===== src/rtl/snitch_narrow_axi_responder_pkg.sv =====
// rtl/snitch_narrow_axi_responder_pkg.sv - shared types, constants and address decode for the narrow AXI responder
package snitch_narrow_axi_responder_pkg;

  localparam int unsigned AddrWidth = 48;
  localparam int unsigned DataWidth = 64;
  localparam int unsigned IdWidth   = 2;
  localparam int unsigned StrbWidth = DataWidth / 8;
  localparam int unsigned RegShift  = $clog2(StrbWidth);
  localparam int unsigned IdxWidth  = 8;

  // CLINT registers sit directly above the scratch block
  localparam int unsigned ScratchBaseIdx = 0;
  localparam int unsigned ClintSetOfs    = 0;
  localparam int unsigned ClintClrOfs    = 1;

  localparam logic [1:0] RespOkay   = 2'b00;
  localparam logic [1:0] RespSlvErr = 2'b10;
  localparam logic [1:0] BurstFixed = 2'b00;
  localparam logic [1:0] BurstIncr  = 2'b01;
  localparam logic [1:0] BurstWrap  = 2'b10;

  typedef enum logic [1:0] {W_IDLE, W_DATA, W_RESP} w_state_e;
  typedef enum logic [0:0] {R_IDLE, R_DATA} r_state_e;
  typedef enum logic [1:0] {REG_SCRATCH, REG_CLINT_SET, REG_CLINT_CLR, REG_NONE} reg_kind_e;

  typedef struct packed {
    logic                err;
    reg_kind_e           kind;
    logic [IdxWidth-1:0] idx;
  } reg_decode_t;

  typedef struct packed {
    logic [IdWidth-1:0]   id;
    logic [AddrWidth-1:0] addr;
    logic [7:0]           len;
    logic [2:0]           size;
    logic [1:0]           burst;
  } axi_ax_t;

  typedef struct packed {
    logic [DataWidth-1:0] data;
    logic [StrbWidth-1:0] strb;
    logic                 last;
  } axi_w_t;

  typedef struct packed {
    logic [IdWidth-1:0] id;
    logic [1:0]         resp;
  } axi_b_t;

  typedef struct packed {
    logic [IdWidth-1:0]   id;
    logic [DataWidth-1:0] data;
    logic [1:0]           resp;
    logic                 last;
  } axi_r_t;

  typedef struct packed {
    axi_ax_t aw;
    logic    aw_valid;
    axi_w_t  w;
    logic    w_valid;
    logic    b_ready;
    axi_ax_t ar;
    logic    ar_valid;
    logic    r_ready;
  } req_t;

  typedef struct packed {
    logic   aw_ready;
    logic   w_ready;
    logic   b_valid;
    axi_b_t b;
    logic   ar_ready;
    logic   r_valid;
    axi_r_t r;
  } rsp_t;

  function automatic reg_decode_t decode_addr(input logic [AddrWidth-1:0] addr,
                                              input logic [2:0]           size,
                                              input logic [AddrWidth-1:0] base,
                                              input int                   num_scratch);
    reg_decode_t          d;
    logic [AddrWidth-1:0] idx_full;
    logic [AddrWidth-1:0] set_idx;
    logic [AddrWidth-1:0] clr_idx;
    idx_full = (addr - base) >> RegShift;
    set_idx  = AddrWidth'(num_scratch) + AddrWidth'(ClintSetOfs);
    clr_idx  = AddrWidth'(num_scratch) + AddrWidth'(ClintClrOfs);
    d.err    = (addr < base) || (size > 3'(RegShift)) || (idx_full > clr_idx);
    d.idx    = idx_full[IdxWidth-1:0];
    if (d.err)                  d.kind = REG_NONE;
    else if (idx_full < set_idx) d.kind = REG_SCRATCH;
    else if (idx_full == set_idx) d.kind = REG_CLINT_SET;
    else                         d.kind = REG_CLINT_CLR;
    return d;
  endfunction

endpackage


===== src/rtl/snitch_narrow_axi_responder_if.sv =====
// rtl/snitch_narrow_axi_responder_if.sv - narrow AXI request/response bundle with initiator and responder views
interface snitch_narrow_axi_responder_if;
  import snitch_narrow_axi_responder_pkg::*;

  req_t req;
  rsp_t rsp;

  modport master (output req, input rsp);
  modport slave  (input req, output rsp);

endinterface


===== src/rtl/snitch_narrow_axi_regfile.sv =====
// rtl/snitch_narrow_axi_regfile.sv - scratch registers and msip set/clear storage with byte-strobe merge
module snitch_narrow_axi_regfile
  import snitch_narrow_axi_responder_pkg::*;
#(
  parameter int NumScratch = 4,
  parameter int NrCores    = 9
) (
  input  logic                                 clk_i,
  input  logic                                 rst_i,
  input  logic                                 wr_en,
  input  reg_decode_t                          wr_dec,
  input  logic [DataWidth-1:0]                 wr_data,
  input  logic [StrbWidth-1:0]                 wr_strb,
  input  reg_decode_t                          rd_dec,
  output logic [DataWidth-1:0]                 rd_data,
  output logic [NrCores-1:0]                   msip,
  output logic [NumScratch-1:0][DataWidth-1:0] scratch
);

  logic [NumScratch-1:0][DataWidth-1:0] scratch_q;
  logic [NrCores-1:0]                   msip_q;
  logic [DataWidth-1:0]                 wr_mask;
  logic [DataWidth-1:0]                 wr_bits;

  always_comb begin
    wr_mask = '0;
    for (int i = 0; i < int'(StrbWidth); i++) begin
      wr_mask[8*i +: 8] = {8{wr_strb[i]}};
    end
    wr_bits = wr_data & wr_mask;
  end

  // Unstrobed bytes of CLINT writes are masked out, so they neither set nor clear
  always_ff @(posedge clk_i or posedge rst_i) begin
    if (rst_i) begin
      scratch_q <= '0;
      msip_q    <= '0;
    end else if (wr_en) begin
      case (wr_dec.kind)
        REG_SCRATCH: begin
          for (int i = 0; i < NumScratch; i++) begin
            if (wr_dec.idx == IdxWidth'(i)) begin
              scratch_q[i] <= (scratch_q[i] & ~wr_mask) | wr_bits;
            end
          end
        end
        REG_CLINT_SET: msip_q <= msip_q | wr_bits[NrCores-1:0];
        REG_CLINT_CLR: msip_q <= msip_q & ~wr_bits[NrCores-1:0];
        default: ;
      endcase
    end
  end

  always_comb begin
    rd_data = '0;
    case (rd_dec.kind)
      REG_SCRATCH: begin
        for (int i = 0; i < NumScratch; i++) begin
          if (rd_dec.idx == IdxWidth'(i)) rd_data = scratch_q[i];
        end
      end
      REG_CLINT_SET, REG_CLINT_CLR: rd_data = DataWidth'(msip_q);
      default: rd_data = '0;
    endcase
  end

  assign msip    = msip_q;
  assign scratch = scratch_q;

endmodule


===== src/rtl/snitch_narrow_axi_responder.sv =====
// rtl/snitch_narrow_axi_responder.sv - narrow AXI4 responder: independent write/read FSMs over the scratch/CLINT regfile
module snitch_narrow_axi_responder
  import snitch_narrow_axi_responder_pkg::*;
#(
  parameter int                   NumScratch = 4,
  parameter int                   NrCores    = 9,
  parameter logic [AddrWidth-1:0] BaseAddr   = '0
) (
  input  logic                                 clk_i,
  input  logic                                 rst_i,
  snitch_narrow_axi_responder_if.slave         axi,
  output logic [NrCores-1:0]                   msip_o,
  output logic [NumScratch-1:0][DataWidth-1:0] scratch_o
);

  w_state_e             w_state;
  logic [AddrWidth-1:0] w_addr_q;
  logic [2:0]           w_size_q;
  logic [1:0]           w_burst_q;
  logic [7:0]           w_cnt_q;
  logic                 w_err_q;
  logic [IdWidth-1:0]   b_id_q;
  logic [1:0]           b_resp_q;

  r_state_e             r_state;
  logic [AddrWidth-1:0] r_addr_q;
  logic [2:0]           r_size_q;
  logic [1:0]           r_burst_q;
  logic [7:0]           r_cnt_q;
  logic [IdWidth-1:0]   r_id_q;
  logic [DataWidth-1:0] r_data_q;
  logic [1:0]           r_resp_q;
  logic                 r_last_q;

  rsp_t                 rsp;
  reg_decode_t          w_dec;
  reg_decode_t          rd_dec;
  logic [AddrWidth-1:0] w_next_addr;
  logic [AddrWidth-1:0] r_next_addr;
  logic [AddrWidth-1:0] rd_addr;
  logic [2:0]           rd_size;
  logic                 w_beat;
  logic                 wr_en;
  logic [DataWidth-1:0] rd_data;
  logic                 unused_w_last;

  // Burst length comes from the latched len; the W last flag carries no meaning here
  assign unused_w_last = axi.req.w.last;

  assign w_next_addr = (w_burst_q == BurstFixed) ? w_addr_q : w_addr_q + AddrWidth'(StrbWidth);
  assign r_next_addr = (r_burst_q == BurstFixed) ? r_addr_q : r_addr_q + AddrWidth'(StrbWidth);
  assign w_dec       = decode_addr(w_addr_q, w_size_q, BaseAddr, NumScratch);
  assign w_beat      = (w_state == W_DATA) && axi.req.w_valid;
  assign wr_en       = w_beat && !w_dec.err;

  // Read port looks ahead at the beat that will be loaded next, so r payload is a register
  assign rd_addr = (r_state == R_IDLE) ? axi.req.ar.addr : r_next_addr;
  assign rd_size = (r_state == R_IDLE) ? axi.req.ar.size : r_size_q;
  assign rd_dec  = decode_addr(rd_addr, rd_size, BaseAddr, NumScratch);

  snitch_narrow_axi_regfile #(
    .NumScratch(NumScratch),
    .NrCores   (NrCores)
  ) i_regfile (
    .clk_i  (clk_i),
    .rst_i  (rst_i),
    .wr_en  (wr_en),
    .wr_dec (w_dec),
    .wr_data(axi.req.w.data),
    .wr_strb(axi.req.w.strb),
    .rd_dec (rd_dec),
    .rd_data(rd_data),
    .msip   (msip_o),
    .scratch(scratch_o)
  );

  always_ff @(posedge clk_i or posedge rst_i) begin
    if (rst_i) begin
      w_state   <= W_IDLE;
      w_addr_q  <= '0;
      w_size_q  <= '0;
      w_burst_q <= '0;
      w_cnt_q   <= '0;
      w_err_q   <= 1'b0;
      b_id_q    <= '0;
      b_resp_q  <= RespOkay;
    end else begin
      case (w_state)
        W_IDLE: begin
          if (axi.req.aw_valid) begin
            w_addr_q  <= axi.req.aw.addr;
            w_size_q  <= axi.req.aw.size;
            w_burst_q <= axi.req.aw.burst;
            w_cnt_q   <= axi.req.aw.len;
            w_err_q   <= 1'b0;
            b_id_q    <= axi.req.aw.id;
            w_state   <= W_DATA;
          end
        end
        W_DATA: begin
          if (w_beat) begin
            w_err_q  <= w_err_q | w_dec.err;
            w_addr_q <= w_next_addr;
            w_cnt_q  <= w_cnt_q - 8'd1;
            if (w_cnt_q == 8'd0) begin
              b_resp_q <= (w_err_q || w_dec.err) ? RespSlvErr : RespOkay;
              w_state  <= W_RESP;
            end
          end
        end
        W_RESP: begin
          if (axi.req.b_ready) w_state <= W_IDLE;
        end
        default: w_state <= W_IDLE;
      endcase
    end
  end

  always_ff @(posedge clk_i or posedge rst_i) begin
    if (rst_i) begin
      r_state   <= R_IDLE;
      r_addr_q  <= '0;
      r_size_q  <= '0;
      r_burst_q <= '0;
      r_cnt_q   <= '0;
      r_id_q    <= '0;
      r_data_q  <= '0;
      r_resp_q  <= RespOkay;
      r_last_q  <= 1'b0;
    end else begin
      case (r_state)
        R_IDLE: begin
          if (axi.req.ar_valid) begin
            r_addr_q  <= axi.req.ar.addr;
            r_size_q  <= axi.req.ar.size;
            r_burst_q <= axi.req.ar.burst;
            r_cnt_q   <= axi.req.ar.len;
            r_id_q    <= axi.req.ar.id;
            r_data_q  <= rd_data;
            r_resp_q  <= rd_dec.err ? RespSlvErr : RespOkay;
            r_last_q  <= (axi.req.ar.len == 8'd0);
            r_state   <= R_DATA;
          end
        end
        R_DATA: begin
          if (axi.req.r_ready) begin
            if (r_last_q) begin
              r_state <= R_IDLE;
            end else begin
              r_addr_q <= r_next_addr;
              r_cnt_q  <= r_cnt_q - 8'd1;
              r_data_q <= rd_data;
              r_resp_q <= rd_dec.err ? RespSlvErr : RespOkay;
              r_last_q <= (r_cnt_q == 8'd1);
            end
          end
        end
        default: r_state <= R_IDLE;
      endcase
    end
  end

  // Address readies are forced low while reset is held, since the FSMs already sit in IDLE
  always_comb begin
    rsp          = '0;
    rsp.aw_ready = (w_state == W_IDLE) && !rst_i;
    rsp.w_ready  = (w_state == W_DATA);
    rsp.b_valid  = (w_state == W_RESP);
    rsp.b.id     = b_id_q;
    rsp.b.resp   = b_resp_q;
    rsp.ar_ready = (r_state == R_IDLE) && !rst_i;
    rsp.r_valid  = (r_state == R_DATA);
    rsp.r.id     = r_id_q;
    rsp.r.data   = r_data_q;
    rsp.r.resp   = r_resp_q;
    rsp.r.last   = r_last_q;
  end

  assign axi.rsp = rsp;

endmodule


===== src/flat_wrapper.sv =====
// flat-port wrapper written by rule: the top's interface ports become plain ports
module snitch_narrow_axi_responder_flat import snitch_narrow_axi_responder_pkg::*;
#(
  parameter int                   NumScratch = 4,
  parameter int                   NrCores    = 9,
  parameter logic [AddrWidth-1:0] BaseAddr   = '0
)
  (clk_i, rst_i, msip_o, scratch_o, axi_req, axi_rsp);
  snitch_narrow_axi_responder_if axi_i ();
  input  logic clk_i;
  input  logic rst_i;
  output logic [NrCores-1:0] msip_o;
  output logic [NumScratch-1:0][DataWidth-1:0] scratch_o;
  input wire logic [$bits(axi_i.req)-1:0] axi_req;
  output wire logic [$bits(axi_i.rsp)-1:0] axi_rsp;
  assign axi_i.req = axi_req;
  assign axi_rsp = axi_i.rsp;
  snitch_narrow_axi_responder #(.NumScratch(NumScratch), .NrCores(NrCores), .BaseAddr(BaseAddr)) u_core (.clk_i(clk_i), .rst_i(rst_i), .axi(axi_i), .msip_o(msip_o), .scratch_o(scratch_o));
endmodule

===== config.mk =====
export PLATFORM = sky130hd
export DESIGN_NAME = snitch_narrow_axi_responder_flat
export DESIGN_NICKNAME = d
export VERILOG_FILES = /design/src/rtl/snitch_narrow_axi_responder_pkg.sv /design/src/rtl/snitch_narrow_axi_responder_if.sv /design/src/rtl/snitch_narrow_axi_regfile.sv /design/src/rtl/snitch_narrow_axi_responder.sv /design/src/flat_wrapper.sv
export SDC_FILE = /design/constraint.sdc
export NUM_CORES = 1
export LEC_CHECK = 0
export CAP_MARGIN = 25
export CORE_AREA = 5 5 248 250
export CTS_CLUSTER_SIZE = 24
export DETAILED_ROUTE_END_ITERATION = 8
export DIE_AREA = 0 0 253 255
export GPL_TIMING_DRIVEN = 0
export PLACE_DENSITY = 0.7
export SYNTH_ARGS = -nofsm -noshare
export SYNTH_HDL_FRONTEND = slang
export SYNTH_HIERARCHICAL = 1
export SYNTH_SLANG_ARGS = --single-unit

===== constraint.sdc =====
create_clock -name clk_i -period 22.3 [get_ports clk_i]
set_input_delay 4.46 -clock clk_i [delete_from_list [all_inputs] [get_ports clk_i]]
set_output_delay 4.46 -clock clk_i [all_outputs]
set_load 0.01 [all_outputs]

# Yosys cells after proc, flatten, opt, wreduce, memory -nomap -nowiden
# Index checks and enable logic that the tools add are counted.
dict set report word_totals {
  regBits 464
  latchBits 0
  ram_bits 0
  mem_bits_ro 0
  inputBits 206
  out_inout_bits 343
  elab_cells 164
  mem_count 0
}
dict set report classes {
  addsub 4
  mul 0
  div 0
  order_cmp 8
  n_eq_ne 23
  shifts 0
  mux 56
  bitwise_logic 15
  n_reduce_logical 36
}
# op count
set op_table {}
lappend op_table {{64-bit 2-to-1 mux} 7}
lappend op_table {{48-bit 2-to-1 mux} 8}
lappend op_table {{64-bit bitwise AND} 5}
lappend op_table {{64-bit OR} 4}
lappend op_table {{64-bit one-hot mux with 2 select lines} 2}
lappend op_table {{48-bit one-hot mux with 2 select lines} 2}
lappend op_table {{48-bit by 4-bit adder with 48-bit output (second input constant)} 2}
lappend op_table {{48-bit by 1-bit < comparator with 1-bit output (second input constant)} 2}
lappend op_table {{45-bit by 3-bit == test with 1-bit output (second input constant)} 2}
lappend op_table {{45-bit by 3-bit > comparator with 1-bit output (second input constant)} 2}
lappend op_table {{45-bit by 3-bit < comparator with 1-bit output (second input constant)} 2}
lappend op_table {{64-bit inverter} 1}
lappend op_table {{8-bit 2-to-1 mux} 5}
lappend op_table {{8-bit by 2-bit == test with 1-bit output (second input constant)} 4}
lappend op_table {{8-bit logical NOT} 4}
lappend op_table {{8-bit one-hot mux with 2 select lines} 2}
lappend op_table {{2-bit 2-to-1 mux} 15}
lappend op_table {{8-bit by 1-bit == test with 1-bit output (second input constant)} 3}
lappend op_table {{3-bit AND reduction} 7}
lappend op_table {{9-bit one-hot mux with 2 select lines} 1}
lappend op_table {{8-bit by 1-bit subtractor with 8-bit output (second input constant)} 2}
lappend op_table {{2-bit inequality test (second input constant)} 6}
lappend op_table {{2-bit logical NOT} 5}
lappend op_table {{9-bit bitwise AND} 1}
lappend op_table {{other kinds (20)} 48}

# Logic depth before layout (Yosys ltp)
dict set report depth {
  ltp_word 13
  mapped_depth 19
  ltp_nobuf 15
}

# By module
# Netlist, hierarchy kept.
# mod n_inst cells_each area_per_inst_um2 seq_area_each_um2
set by_module_without_submodules {}
lappend by_module_without_submodules {snitch_narrow_axi_regfile 1 762 12336.8 6631.4}
lappend by_module_without_submodules {snitch_narrow_axi_responder 1 1378 10936.7 4679.5}

# Worst setup path before layout
# OpenSTA, ideal clock, no wires.
dict set report synth_path {
  kind {input to output}
  from {input port rst_i}
  to {output port axi_rsp[77]}
  arrival_ns 4.719
  required_time_ns 17.840
  slack_ns 13.121
  cell_stages 1
  path_buffers 0
  path_cell_list {nor3_1}
}
dict set report synth_between {
  elab_chain_len 2
}
# element line_no
set synth_lines {}
lappend synth_lines {{from (decl)} flat_wrapper.sv:11} ;# input logic rst_i;
lappend synth_lines {{1-bit logical NOT (no line)} --}
lappend synth_lines {{1-bit logical AND} snitch_narrow_axi_responder.sv:166} ;# rsp.aw_ready = (w_state == W_IDLE) && !rst_i;
lappend synth_lines {{to (decl)} flat_wrapper.sv:15} ;# output wire logic [$bits(axi_i.rsp)-1:0] axi_rsp;
# Every way passes these cells.

# Worst setup path in the final report
# Same ends and word-level chain as after synthesis.

==> impl_results.md <==
- Outcome: finished clean
- Wire length per cell after detailed routing: 27.9 um
- Hold Slack: 465 ps
- Die X: 253 um
- Number of clock sinks seen by CTS: 452
- Critical path, cell by cell: clkdlybuf4s50_1, nor3_1, clkdlybuf4s50_1
- CTS Buf Count: 52
- Number of remaining DRC errors: 0
- Routed WL: 99,100 um
- Path class of the lowest-slack min-delay path: reg2reg
- Number of cells produced by synthesis: 2,139
- Setup crit end kind: primary output
- Unrepaired setup endpoints after global routing: no
- H-tree lvl count: 2
- Number of violations reported at the end of detailed-routing iteration 0: 1,957
- IR drop worst, VDD: 0.0000640 V
- Startpoint kind of the worst setup timing path: input pin
- Clock Skew: 32.3 ps
- I/O pin cnt: 549
- Area of the die: 64,500 um^2
- Internal cell power: 1.85 mW
- Y dimension of the die: 255 um
- DP HPWL: 74,100 um
- Maximum number of pins on one net before global-route repair: 112
- Maximum clock frequency: 0.0933 GHz
- Most common cell on crit path: sky130_fd_sc_hd__clkdlybuf4s50_1
- Hold Vio Cnt, Final: 0
- Worst Setup Path Type: in2out
- Peak fanout along the critical path: 4
- Via count of the first global-routing pass: 21,200
- P_leak: 14.2 nW
- Sequential share of power: 0.338
- Rel. slew slack: 0.285
- Initial standard-cell utilization of the core: 0.396
- Switching Fraction: 0.403
- Delay of the slowest critical-path stage: 690 ps
- Number of iterations in the first detailed-routing pass: 6
- Final critical-path setup slack: 11,580 ps
- Post-route minimum period: 10,720 ps
- TritonCTS clock tree: done
- Buffer cell driving the clock tree root: sky130_fd_sc_hd__clkbuf_16
- Hold buffer count at CTS: 0
- Total power density per cell area: 98.2 nW/um^2
- Final worst path period share: 0.481
- Area overhead of the layout relative to synthesis: 35.6%
- Row count: 89
- Placed insts: 3,452
- Final ANT Viol Nets: 0
- Number of filler cells placed in the layout: 5,151
- Critical-path cell with the highest stage delay: sky130_fd_sc_hd__clkdlybuf4s50_1
- Vias per cell: 5.77
- Net switching power: 1.25 mW
- Number of max-cap violations: 0
- Core Util, Final: 0.537
- Average size of a mapped cell: 10.9 um^2
- Initial antenna violation count: 15
- Non-filler cells in the finished layout: 3,556
- Max-slew violation count: 0
- Placeable core region: 58,800 um^2
- GR Util All Layers: 0.297
- Final net count: 2,952
- Via count: 20,500
- Clk pwr share: 0.294
- Slew of the pin with the lowest slew margin: 1070 ps
- Pre-CTS worst setup slack: 11,660 ps
- Clock Pin Slew Worst Setup and Hold Paths: 50 ps
- Combinational fraction of design power: 0.368
- First-pass GRT wire length: 144,000 um
- Synthesis warning total: 6
- Global placer's final weighted congestion: 0.967
- Cts repair resizes: 0
- Buffers added on ports: 533
- Share of cells above drive strength 1: 0.183
- Maximum clock insertion buffer count: 3
- Latest clock arrival within the worst-skew pair: 620 ps
- Endpoint required time on the critical path: 17,840 ps
- WP data arrival: 6260 ps
- GRT Residual Overflow: 0
- Post-CTS Repair Setup Buffers: 0
- Final setup vio count: 0
- Area of the mapped netlist: 23,300 um^2
- Sum Neg Setup Slack: 0 ps
metal layers:
| layer | GRT usage | vias to the layer above | part of all wire |
|---|---|---|---|
| li1 | - | 9018 | - |
| met4 | 0.0885 | 14 | 0.030 |
| met5 | 0 | - | 0.00090 |
| met2 | 0.497 | 971 | 0.48 |
| met3 | 0.0993 | 161 | 0.10 |
| met1 | 0.369 | 10300 | 0.38 |
power by group through the flow:
stage	clock network [mW]	logic, mW	registers [mW]
finish	0.911	1.14	1.05
global route	0.958	1.22	1.06
CTS	0.926	1.13	1.04
detailed placement	0	1.12	1.05
global placement	0	1.10	1.05
floorplan	0	0.704	1.02
cell type report:
cell class | count | area (um^2) | area share
diodes | 8 | 20.0 | 0.000635
plain buffers | 137 | 593 | 0.0188
clock buffers | 77 | 1510 | 0.0477
clock inverters | 18 | 302 | 0.00956
inverters | 33 | 139 | 0.00440
multi-input cells | 1518 | 11200 | 0.356
flip-flops and latches | 452 | 11300 | 0.359
well taps | 773 | 967 | 0.0307
repair buffers | 540 | 5460 | 0.173
per-stage QoR:
step	cell area [um^2]	total power [mW]
global route	31500	3.24
finish	31500	3.10
detailed placement	29700	2.18
floorplan	23300	1.73
CTS	31500	3.09
global placement	29600	2.15
cell usage in the layout, fill, tap and decap left out, types with 11 or more instances in the layout:
cell                              count
sky130_fd_sc_hd__nor4_1              28
sky130_fd_sc_hd__o31ai_1             11
sky130_fd_sc_hd__mux2_2             259
sky130_fd_sc_hd__nand4_1             49
sky130_fd_sc_hd__a31oi_1             26
sky130_fd_sc_hd__xnor2_1             20
sky130_fd_sc_hd__a21oi_1            143
sky130_fd_sc_hd__dfrtp_1            452
sky130_fd_sc_hd__ha_1                12
sky130_fd_sc_hd__nor2_1             106
sky130_fd_sc_hd__or4_1               14
sky130_fd_sc_hd__and3_1              14
sky130_fd_sc_hd__and4_1              15
sky130_fd_sc_hd__nand4_2             22
sky130_fd_sc_hd__nand3_1             41
sky130_fd_sc_hd__or3_1               12
sky130_fd_sc_hd__buf_1               14
sky130_fd_sc_hd__nor3_1              22
sky130_fd_sc_hd__clkbuf_1           100
sky130_fd_sc_hd__o21ai_0             74
sky130_fd_sc_hd__o22ai_1             34
sky130_fd_sc_hd__mux4_2              64
sky130_fd_sc_hd__clkdlybuf4s50_1    533
sky130_fd_sc_hd__and2_1              62
sky130_fd_sc_hd__nand2_1            345
sky130_fd_sc_hd__clkbuf_16           52
sky130_fd_sc_hd__buf_2               27
sky130_fd_sc_hd__clkbuf_8            11
sky130_fd_sc_hd__inv_1               30
sky130_fd_sc_hd__mux2i_1             13
worst paths after layout:
check | start | endpoint | slack, ps | cells past startpoint
setup / recovery | rst_i | axi_rsp[77] | 11580 | 3
hold / removal | u_core/r_data_q[13] | u_core/r_data_q[13] | 470 | 2
setup reg to reg | u_core/r_state | u_core/r_data_q[13] | 16050 | 13
hold reg to reg | u_core/r_data_q[13] | u_core/r_data_q[13] | 470 | 2
max in group asynchronous | rst_i | u_core/r_data_q[34] | 16640 | 3
min in group asynchronous | rst_i | asynchronous set/reset pin | 4610 | 2
worst max-delay path, delay by kind of cell:
kind	cells	cell delay [ps]
and+or+nand+nor	1	480
buffers and inverters	2	1320
(Power assumes the default switching activity.)
